[config.mk]
export PLATFORM = sky130hd
export DESIGN_NAME = sdram_rfifo
export DESIGN_NICKNAME = d
export VERILOG_FILES = /design/src/rtl/sdram_rfifo.sv
export SDC_FILE = /design/constraint.sdc
export NUM_CORES = 1
export LEC_CHECK = 0
export ABC_CLOCK_PERIOD_IN_PS = 5100
export CORE_MARGIN = 1
export CORE_UTILIZATION = 50
export DETAILED_ROUTE_END_ITERATION = 7
export DONT_BUFFER_PORTS = 1
export GPL_TIMING_DRIVEN = 0
export HOLD_SLACK_MARGIN = 0.1
export PLACE_DENSITY = 0.66
export SLEW_MARGIN = 20
export SYNTH_ARGS = -nofsm -noshare
export SYNTH_HDL_FRONTEND = slang
export SYNTH_SLANG_ARGS = --single-unit
export TNS_END_PERCENT = 1
[constraint.sdc]
create_clock -name sys_clk -period 5.1 [get_ports sys_clk]
set_input_delay 0.51 -clock sys_clk [delete_from_list [all_inputs] [get_ports sys_clk]]
set_output_delay 0.51 -clock sys_clk [all_outputs]
set_load 0.02 [all_outputs]
[src/rtl/sdram_rfifo.sv]
// Read-data buffer downstream of the SDRAM read engine: a circular FIFO with
// registered read data, occupancy reporting and sticky overflow/underflow flags.
module sdram_rfifo #(
    parameter int DATA_W    = 8,
    parameter int DEPTH     = 16,
    parameter int AW        = 4,
    parameter int BURST_LEN = 4
) (
    input  logic              sys_clk,
    input  logic              sys_rst_n,
    input  logic              wr_en,
    input  logic [DATA_W-1:0] wr_data,
    input  logic              rd_en,
    input  logic              clr_err,
    output logic [DATA_W-1:0] rd_data,
    output logic              rd_valid,
    output logic              full,
    output logic              empty,
    output logic [AW:0]       count,
    output logic              space_ok,
    output logic              overflow,
    output logic              underflow
);

    localparam logic [AW:0] DEPTH_C     = (AW+1)'(DEPTH);
    localparam logic [AW:0] SPACE_LIMIT = (AW+1)'(DEPTH - BURST_LEN);

    logic [DATA_W-1:0] mem [DEPTH];
    logic [AW-1:0]     wp;
    logic [AW-1:0]     rp;
    logic              wa;
    logic              ra;

    assign full     = (count == DEPTH_C);
    assign empty    = (count == '0);
    assign space_ok = (count <= SPACE_LIMIT);

    // Accepts use the registered count, so a same-cycle read never frees room
    // for a write and a same-cycle write is never readable (no fall-through).
    assign wa = wr_en & ~full;
    assign ra = rd_en & ~empty;

    // Storage carries no reset; contents are meaningless until written.
    always_ff @(posedge sys_clk) begin
        if (wa) begin
            mem[wp] <= wr_data;
        end
    end

    always_ff @(posedge sys_clk or negedge sys_rst_n) begin
        if (!sys_rst_n) begin
            wp        <= '0;
            rp        <= '0;
            count     <= '0;
            rd_data   <= '0;
            rd_valid  <= 1'b0;
            overflow  <= 1'b0;
            underflow <= 1'b0;
        end else begin
            rd_valid <= ra;
            if (wa) begin
                wp <= wp + 1'b1;
            end
            if (ra) begin
                rd_data <= mem[rp];
                rp      <= rp + 1'b1;
            end
            if (wa && !ra) begin
                count <= count + 1'b1;
            end else if (ra && !wa) begin
                count <= count - 1'b1;
            end
            // Set dominates a coincident clear.
            overflow  <= (wr_en & full)  | (overflow  & ~clr_err);
            underflow <= (rd_en & empty) | (underflow & ~clr_err);
        end
    end

endmodule
==> flow_metrics.py, run 1 <==
metrics = {
    "synthesis": {
        "yosysTopAreaCell": "edfxtp_1",
        "synth_compound_area_frac": 0.0270,
        "ys_seq_elements": 152,
        "synthMuxAreaShare": 0.146,
        "ys.warnings.count": 0,
        "synthDistinctLibCells": 37,
        "yosys.area_share.simple": 0.0409,
        "synth_area_per_cell_um2": 19.2,
        "synthCells": 318,
        "ys_seq_area_frac": 0.726,
        "synth_top_area_frac": 0.628,
        "yosys.area_share.adder": 0.0237,
        "synth_top_family_by_area": "multiplexers",
        "yosys-top-cells-area": "edfxtp_1 63%, mux4_2 10%, dfrtp_1 9.8%",
        "synth-xor-area-share": 0.0143,
        "syn_nets": 342,
        "netlist_area_mm2": 0.00612,
    },
    "drt": {
        "drt_iter0_drc": 227,
        "wirelength_um": 10900,
        "vias": 2841,
        "vias_per_cell": 5.69,
        "firstDrtPassIters": 4,
        "drc": 0,
        "antenna_left": 0,
        "wl_per_cell_um": 21.8,
    },
    "power_and_ir_drop": {
        "power_uw": 4010,
        "p_per_area_mw_per_mm2": 580,
        "max-vdd-ir-drop_mv": 0.441,
        "p_leak_uw": 0.00238,
    },
    "cells_and_area": {
        "stdcell_count": 499,
        "antenna-diode-count": 0,
        "drive_gt1_frac": 0.230,
        "nets": 364,
        "nFillCells": 867,
        "utilization": 0.579,
        "syn_to_final_growth_pct": 13.1,
    },
    "place": {
        "place_inst": 466,
        "dp.final_hpwl_um": 7110,
        "io_buffers": 0,
        "gp_congestion": 0.746,
    },
    "worst_setup_path": {
        "cp.arrival_ns": 3.45,
        "r2r_slack_ns": 2.00,
        "startpoint_type": "register",
        "crit_path_end_kind": "register",
        "worstPathMaxFanout": 10,
        "crit_type": "reg -> reg",
        "cp.required_ns": 5.44,
    },
    "floorplanning": {
        "die-area_mm2": 0.0127,
        "die_w_um": 113,
        "rows": 40,
        "pin_count": 32,
        "fp.dieH_um": 113,
        "start_util": 0.512,
        "core_area_mm2": 0.0120,
    },
    "clock_network": {
        "cts_made_buffers": 17,
        "cts_root_buffer": "clkbuf_16",
        "path_clk_slew_ns": 0.06,
        "cts_setup_buffers": 0,
        "cts_tree": "yes",
        "cts_resized": 0,
        "clkLatencyLatePin_ns": 0.42,
        "cts.htree.levels": 4,
        "postCtsHoldBufs": 2,
        "tritoncts_num_sinks": 152,
        "clock_path_buffers": 2,
    },
    "flow_run": {
        "drv_cap": 0,
    },
    "sta": {
        "setup_viol": 0,
        "grt_setup_unrepaired": "no",
        "skew_ns": 0.00769,
        "relSlewSlack": 0.344,
        "tns_ns": 0,
        "fin_crit_ns": 3.10,
        "finalCritPeriodShare": 0.608,
        "max_freq_mhz": 322,
        "hold_violations": 0,
        "worst_pin_slew_ns": 0.980,
        "slew_viol_final": 0,
    },
    "grt": {
        "grt_max_degree": 25,
        "grt_pass1_vias": 2983,
        "grt.total_usage": 0.193,
        "grt_pass1_wl_um": 17100,
        "globalRouteOverflowTotal": 0,
        "antenna_found_initial": 0,
    },
    "min_path": {
        "hold_path_class": "in -> reg",
    },
    "outcome": {
        "status": "complete, no violations",
    },
}
cells in the mapped netlist, drive strengths merged:
cell / instances
a2111oi: 1
a21o: 1
a21oi: 2
a22o: 2
a311oi: 1
a31oi: 1
and2: 1
and2b: 1
buf: 15
clkbuf: 1
dfrtp: 24
edfxtp: 128
fa: 1
ha: 10
inv: 8
mux2i: 16
mux4: 32
nand2: 23
nand2b: 4
nand3: 1
nand4: 2
nor2: 15
nor2b: 2
nor3: 4
nor4: 1
o21ai: 4
o221ai: 7
xnor2: 9
xor2: 1
layout by cell type, fill, tap and decap left out, types with 2 or more instances in the layout:
master / netlist / routed
o221ai_1: 7 / 7
a21oi_1: 2 / 2
bufinv_16: 0 / 2
buf_4: 2 / 3
nor2b_1: 2 / 2
xnor2_1: 9 / 9
mux4_1: 4 / 4
o21ai_0: 4 / 4
nand4_1: 2 / 2
a22o_1: 2 / 2
nand2_1: 22 / 22
clkbuf_1: 1 / 4
inv_6: 0 / 2
nand2b_1: 2 / 2
mux2i_1: 16 / 16
buf_1: 2 / 2
ha_1: 10 / 10
clkbuf_16: 0 / 17
edfxtp_1: 128 / 128
nor2_1: 15 / 15
clkinv_2: 0 / 2
nor3_2: 0 / 4
buf_2: 8 / 8
clkinvlp_4: 0 / 5
inv_1: 7 / 7
buf_6: 3 / 3
mux4_2: 28 / 28
dfrtp_1: 24 / 24
cell type report:
type	count	area, um2	share of cell area
well taps	147	184	0.0266
multi-input cells	142	1560	0.226
clock inverters	11	125	0.0181
repair buffers	3	37.5	0.00542
flip-flops and latches	152	4440	0.642
plain buffers	16	100	0.0145
clock buffers	20	437	0.0631
inverters	8	30.0	0.00434
worst max-delay path: stages, from the launching register on:
cell and delay (ns):
dfrtp_1 0.50, nor4_1 0.39, and2b_1 0.34, nand2b_4 0.21, buf_4 0.19, ha_1 0.25, inv_1 0.13, ha_1 0.31
a21o_1 0.17, a21oi_1 0.17, mux2i_1 0.25, xnor2_1 0.13
sequential cells by signal, indices dropped and copies added, names as in the netlist:
name,cells
rd_valid,1
rd_data,8
mem,128
wp,4
overflow,1
count,5
underflow,1
rp,4
worst paths after layout:
path                             from    endpoint  cells past startpoint
min in group asynchronous   sys_rst_n    count[0]                      2
setup / recovery             count[0]    count[4]                     11
hold / removal             wr_data[4]   mem[8][4]                      0
max in group asynchronous   sys_rst_n  rd_data[2]                      2
hold reg to reg                 rp[0]       rp[1]                      3
setup reg to reg             count[0]    count[4]                     11
cell families (layout without fill, tap and decap cells):
logic type / count (synthesis) / after routing
buffers and inverters: 24 / 58
adder cells (fa/ha/maj): 11 / 11
XOR/XNOR: 10 / 10
flip-flops: 152 / 152
AO/OA/AOI/OAI: 19 / 19
multiplexers: 48 / 48
AND/OR/NAND/NOR: 54 / 54
stage by stage:
step                area [um2]  setup WS [ns]  hold slack, ns
floorplan                 6120           2.37           0.214
global placement          6300           2.04           0.215
detailed placement        6330           1.97           0.215
CTS                       6920           1.95           0.170
global route              6920           1.76           0.167
finish                    6920           2.00           0.184
per-layer routing:
metal / routed length, um / GRT usage / part of all wire
met1: 4700 / 0.258 / 0.43
met2: 5370 / 0.304 / 0.49
met3: 752 / 0.0567 / 0.069
met4: 77 / 0.0711 / 0.0071
met5: 0 / 0 / 0
power by group:
part	internal (uW)	total [uW]	leakage, uW	switching, uW
combinational	506	1100	0.000677	598
clock	717	1190	0.000259	476
sequential	1550	1720	0.00145	168
Note: power is estimated with default switching activity, not from simulation.
==> run 2, diff against run 1 <==
Settings changed: ABC_CLOCK_PERIOD_IN_PS 5100 to 2650, PLACE_DENSITY 0.66 to 0.69.
Clock period 5.1 ns to 2.65 ns, I/O delays scaled along.
==> run 2 against run 1 <==
  * Register-to-register slack got worse by 1.8 ns
  * Utilization grew 1.7 points
  * Design area rose by 2.9%
  * Global-route usage grew 0.92 points
  * Non-clock buffer count increased by 12
  * Largest power group unchanged
  * First-iteration DRC count rose by 43%
  * Clock skew decreased by 0.0018 ns
  * Count of clock-buffer cells in the layout fell by 1
  * Clock power increased by 89%
  * Combinational power rose by 110%
==> flow_metrics.py, run 2 (synthesized netlist as in run 1, its figures left out) <==
metrics = {
    "cells_and_area": {
        "largest_register_ff_count": 128,
        "syn_to_final_growth_pct": 16.4,
        "antenna-diode-count": 0,
        "layout_commonest_cell": "edfxtp_1",
        "drive_gt1_frac": 0.290,
        "final_cell_mix": "128 x edfxtp_1, 28 x mux4_2, 22 x nand2_1",
        "regMostFlops": "mem",
        "nets": 376,
        "reg_top3": "mem x128, rd_data x8, count x5",
    },
    "sta": {
        "finalCritPeriodShare": 0.939,
        "hold_violations": 0,
        "setup_viol": 0,
        "worst_pin_slew_ns": 0.601,
        "grt_setup_unrepaired": "no",
        "max_freq_mhz": 402,
        "skew_ns": 0.00588,
        "relSlewSlack": 0.599,
        "slew_viol_final": 0,
        "setup_ws_ns": 0.161,
        "fin_crit_ns": 2.49,
    },
    "drt": {
        "drc": 0,
        "antenna_left": 0,
        "wl_per_cell_um": 22.7,
        "firstDrtPassIters": 5,
        "drt_iter0_drc": 324,
        "vias_per_cell": 5.79,
        "wirelength_um": 11600,
        "vias": 2964,
    },
    "worst_setup_path": {
        "timing.rr.end": "count[4]",
        "startpoint_type": "register",
        "cp.required_ns": 3.00,
        "r2r_slack_ns": 0.16,
        "crit_type": "reg -> reg",
        "crit_path_end_kind": "register",
        "reg2reg_from": "count[1]",
        "cp.arrival_ns": 2.84,
        "worstPathMaxFanout": 5,
        "reg2reg_depth": 10,
    },
    "power_and_ir_drop": {
        "p_per_area_mw_per_mm2": 1100,
        "power_uw": 7870,
        "p_leak_uw": 0.00245,
        "max-vdd-ir-drop_mv": 0.706,
    },
    "clock_network": {
        "clock_path_buffers": 2,
        "cts_tree": "yes",
        "cts_made_buffers": 17,
        "cts_root_buffer": "clkbuf_16",
        "clkLatencyLatePin_ns": 0.43,
        "cts.htree.levels": 4,
        "path_clk_slew_ns": 0.06,
        "tritoncts_num_sinks": 152,
    },
    "grt": {
        "antenna_found_initial": 0,
        "globalRouteOverflowTotal": 0,
        "grt_pass1_vias": 3056,
        "grt_max_degree": 25,
        "grt_pass1_wl_um": 17700,
        "grt.total_usage": 0.202,
    },
    "floorplanning": {
        "die-area_mm2": 0.0127,
        "rows": 40,
        "core_area_mm2": 0.0120,
        "pin_count": 32,
        "fp.dieH_um": 113,
        "die_w_um": 113,
        "start_util": 0.512,
    },
    "min_path": {
        "min_path_cells": 3,
        "whs_endpoint": "rp[0]",
        "hold_start": "rd_en",
        "hold_path_class": "in -> reg",
    },
    "flow_run": {
        "drv_cap": 0,
    },
    "place": {
        "io_buffers": 0,
        "dp.final_hpwl_um": 7380,
        "dp_slack_ns": -0.343,
        "gp_congestion": 0.784,
    },
    "outcome": {
        "status": "complete, no violations",
    },
}
## run 2: changes by cell type in the layout (fill, tap and decap cells not counted), moves of 2 or more
cell	before	now
nor3_4	0	2
nor2_2	0	12
clkinvlp_4	5	3
dfrtp_1	24	20
dfrtp_2	0	4
nor2_1	15	3
clkinv_4	0	5
nor3_2	4	2
dlygate4sd3_1	1	13
## run 2: area by class of cell
class                      count  area [um2]
buffer                        14        87.6
clock buffer                  19         433
clock inverter                13         124
fill                         859        4840
inverter                       8        30.0
multi-input combinational    142        1640
sequential                   152        4450
tap                          147         184
timing repair buffer          17         173
## run 2: metrics by stage
stage	area (um2)	instances	utilization	TNS [ns]	hold slack (ns)
after global placement	6310	465	0.527	-8.64	-0.0301
final	7120	512	0.596	0	0.223
after global routing	7120	512	0.596	0	0.232
after detailed placement	6340	467	0.530	-0.468	-0.0301
after floorplan	6120	318	-	0	-0.0306
after CTS	7080	513	0.592	0	0.214
## run 2: repair_timing
| action | 4_1_cts | 5_1_grt |
|---|---|---|
| hold buffers | 14 | 0 |
| endpoints found under the setup margin | 2 | 27 |
| pin swaps | 0 | 1 |
| resized for setup | 7 | 18 |
| buffers inserted | 1 | 0 |
| gates cloned | 0 | 0 |
| hold endpoints to repair | 154 | 0 |
## run 2: worst max-delay path: stages, from the launching register on
cell and delay, ns:
dfrtp_2 0.49, nor4_4 0.31, and2b_2 0.27, nand2b_4 0.16, ha_4 0.15, inv_2 0.07, ha_1 0.29, a21o_1 0.18
a21oi_2 0.14, mux2i_1 0.23, xnor2_1 0.13
## run 2: power by group
group / leakage (uW) / total [uW] / switching, uW / internal (uW)
registers: 0.00144 / 3330 / 352 / 2980
clock network: 0.000264 / 2250 / 956 / 1300
logic: 0.000740 / 2280 / 1250 / 1020
total: 0.00245 / 7870 / 2560 / 5300
## run 2: layer usage
| metal | track usage | wire length [um] | vias to the layer above |
|---|---|---|---|
| li1 | - | - | 1326 |
| met1 | 0.258 | 4850 | 1521 |
| met2 | 0.315 | 5790 | 100 |
| met3 | 0.0713 | 764 | 17 |
| met4 | 0.0916 | 216 | 0 |
| met5 | 0 | 0 | - |
## run 2: how the worst max path moves through the flow
stage / start / endpoint / slack (ns) / cells past startpoint
floorplan: count[2] / count[4] / 0.003 / 11
global placement: count[2] / count[4] / -0.30 / 11
detailed placement: count[2] / count[4] / -0.34 / 11
CTS: count[2] / count[4] / 0.03 / 11
global route: count[0] / count[4] / 0.009 / 10
finish: count[1] / count[4] / 0.16 / 10
==> run 3, diff against run 2 <==
Settings changed: CORE_MARGIN 1 to default.
==> results of run 3 <==
Same layout as run 2: the final DEF is identical, and so are final timing and power.
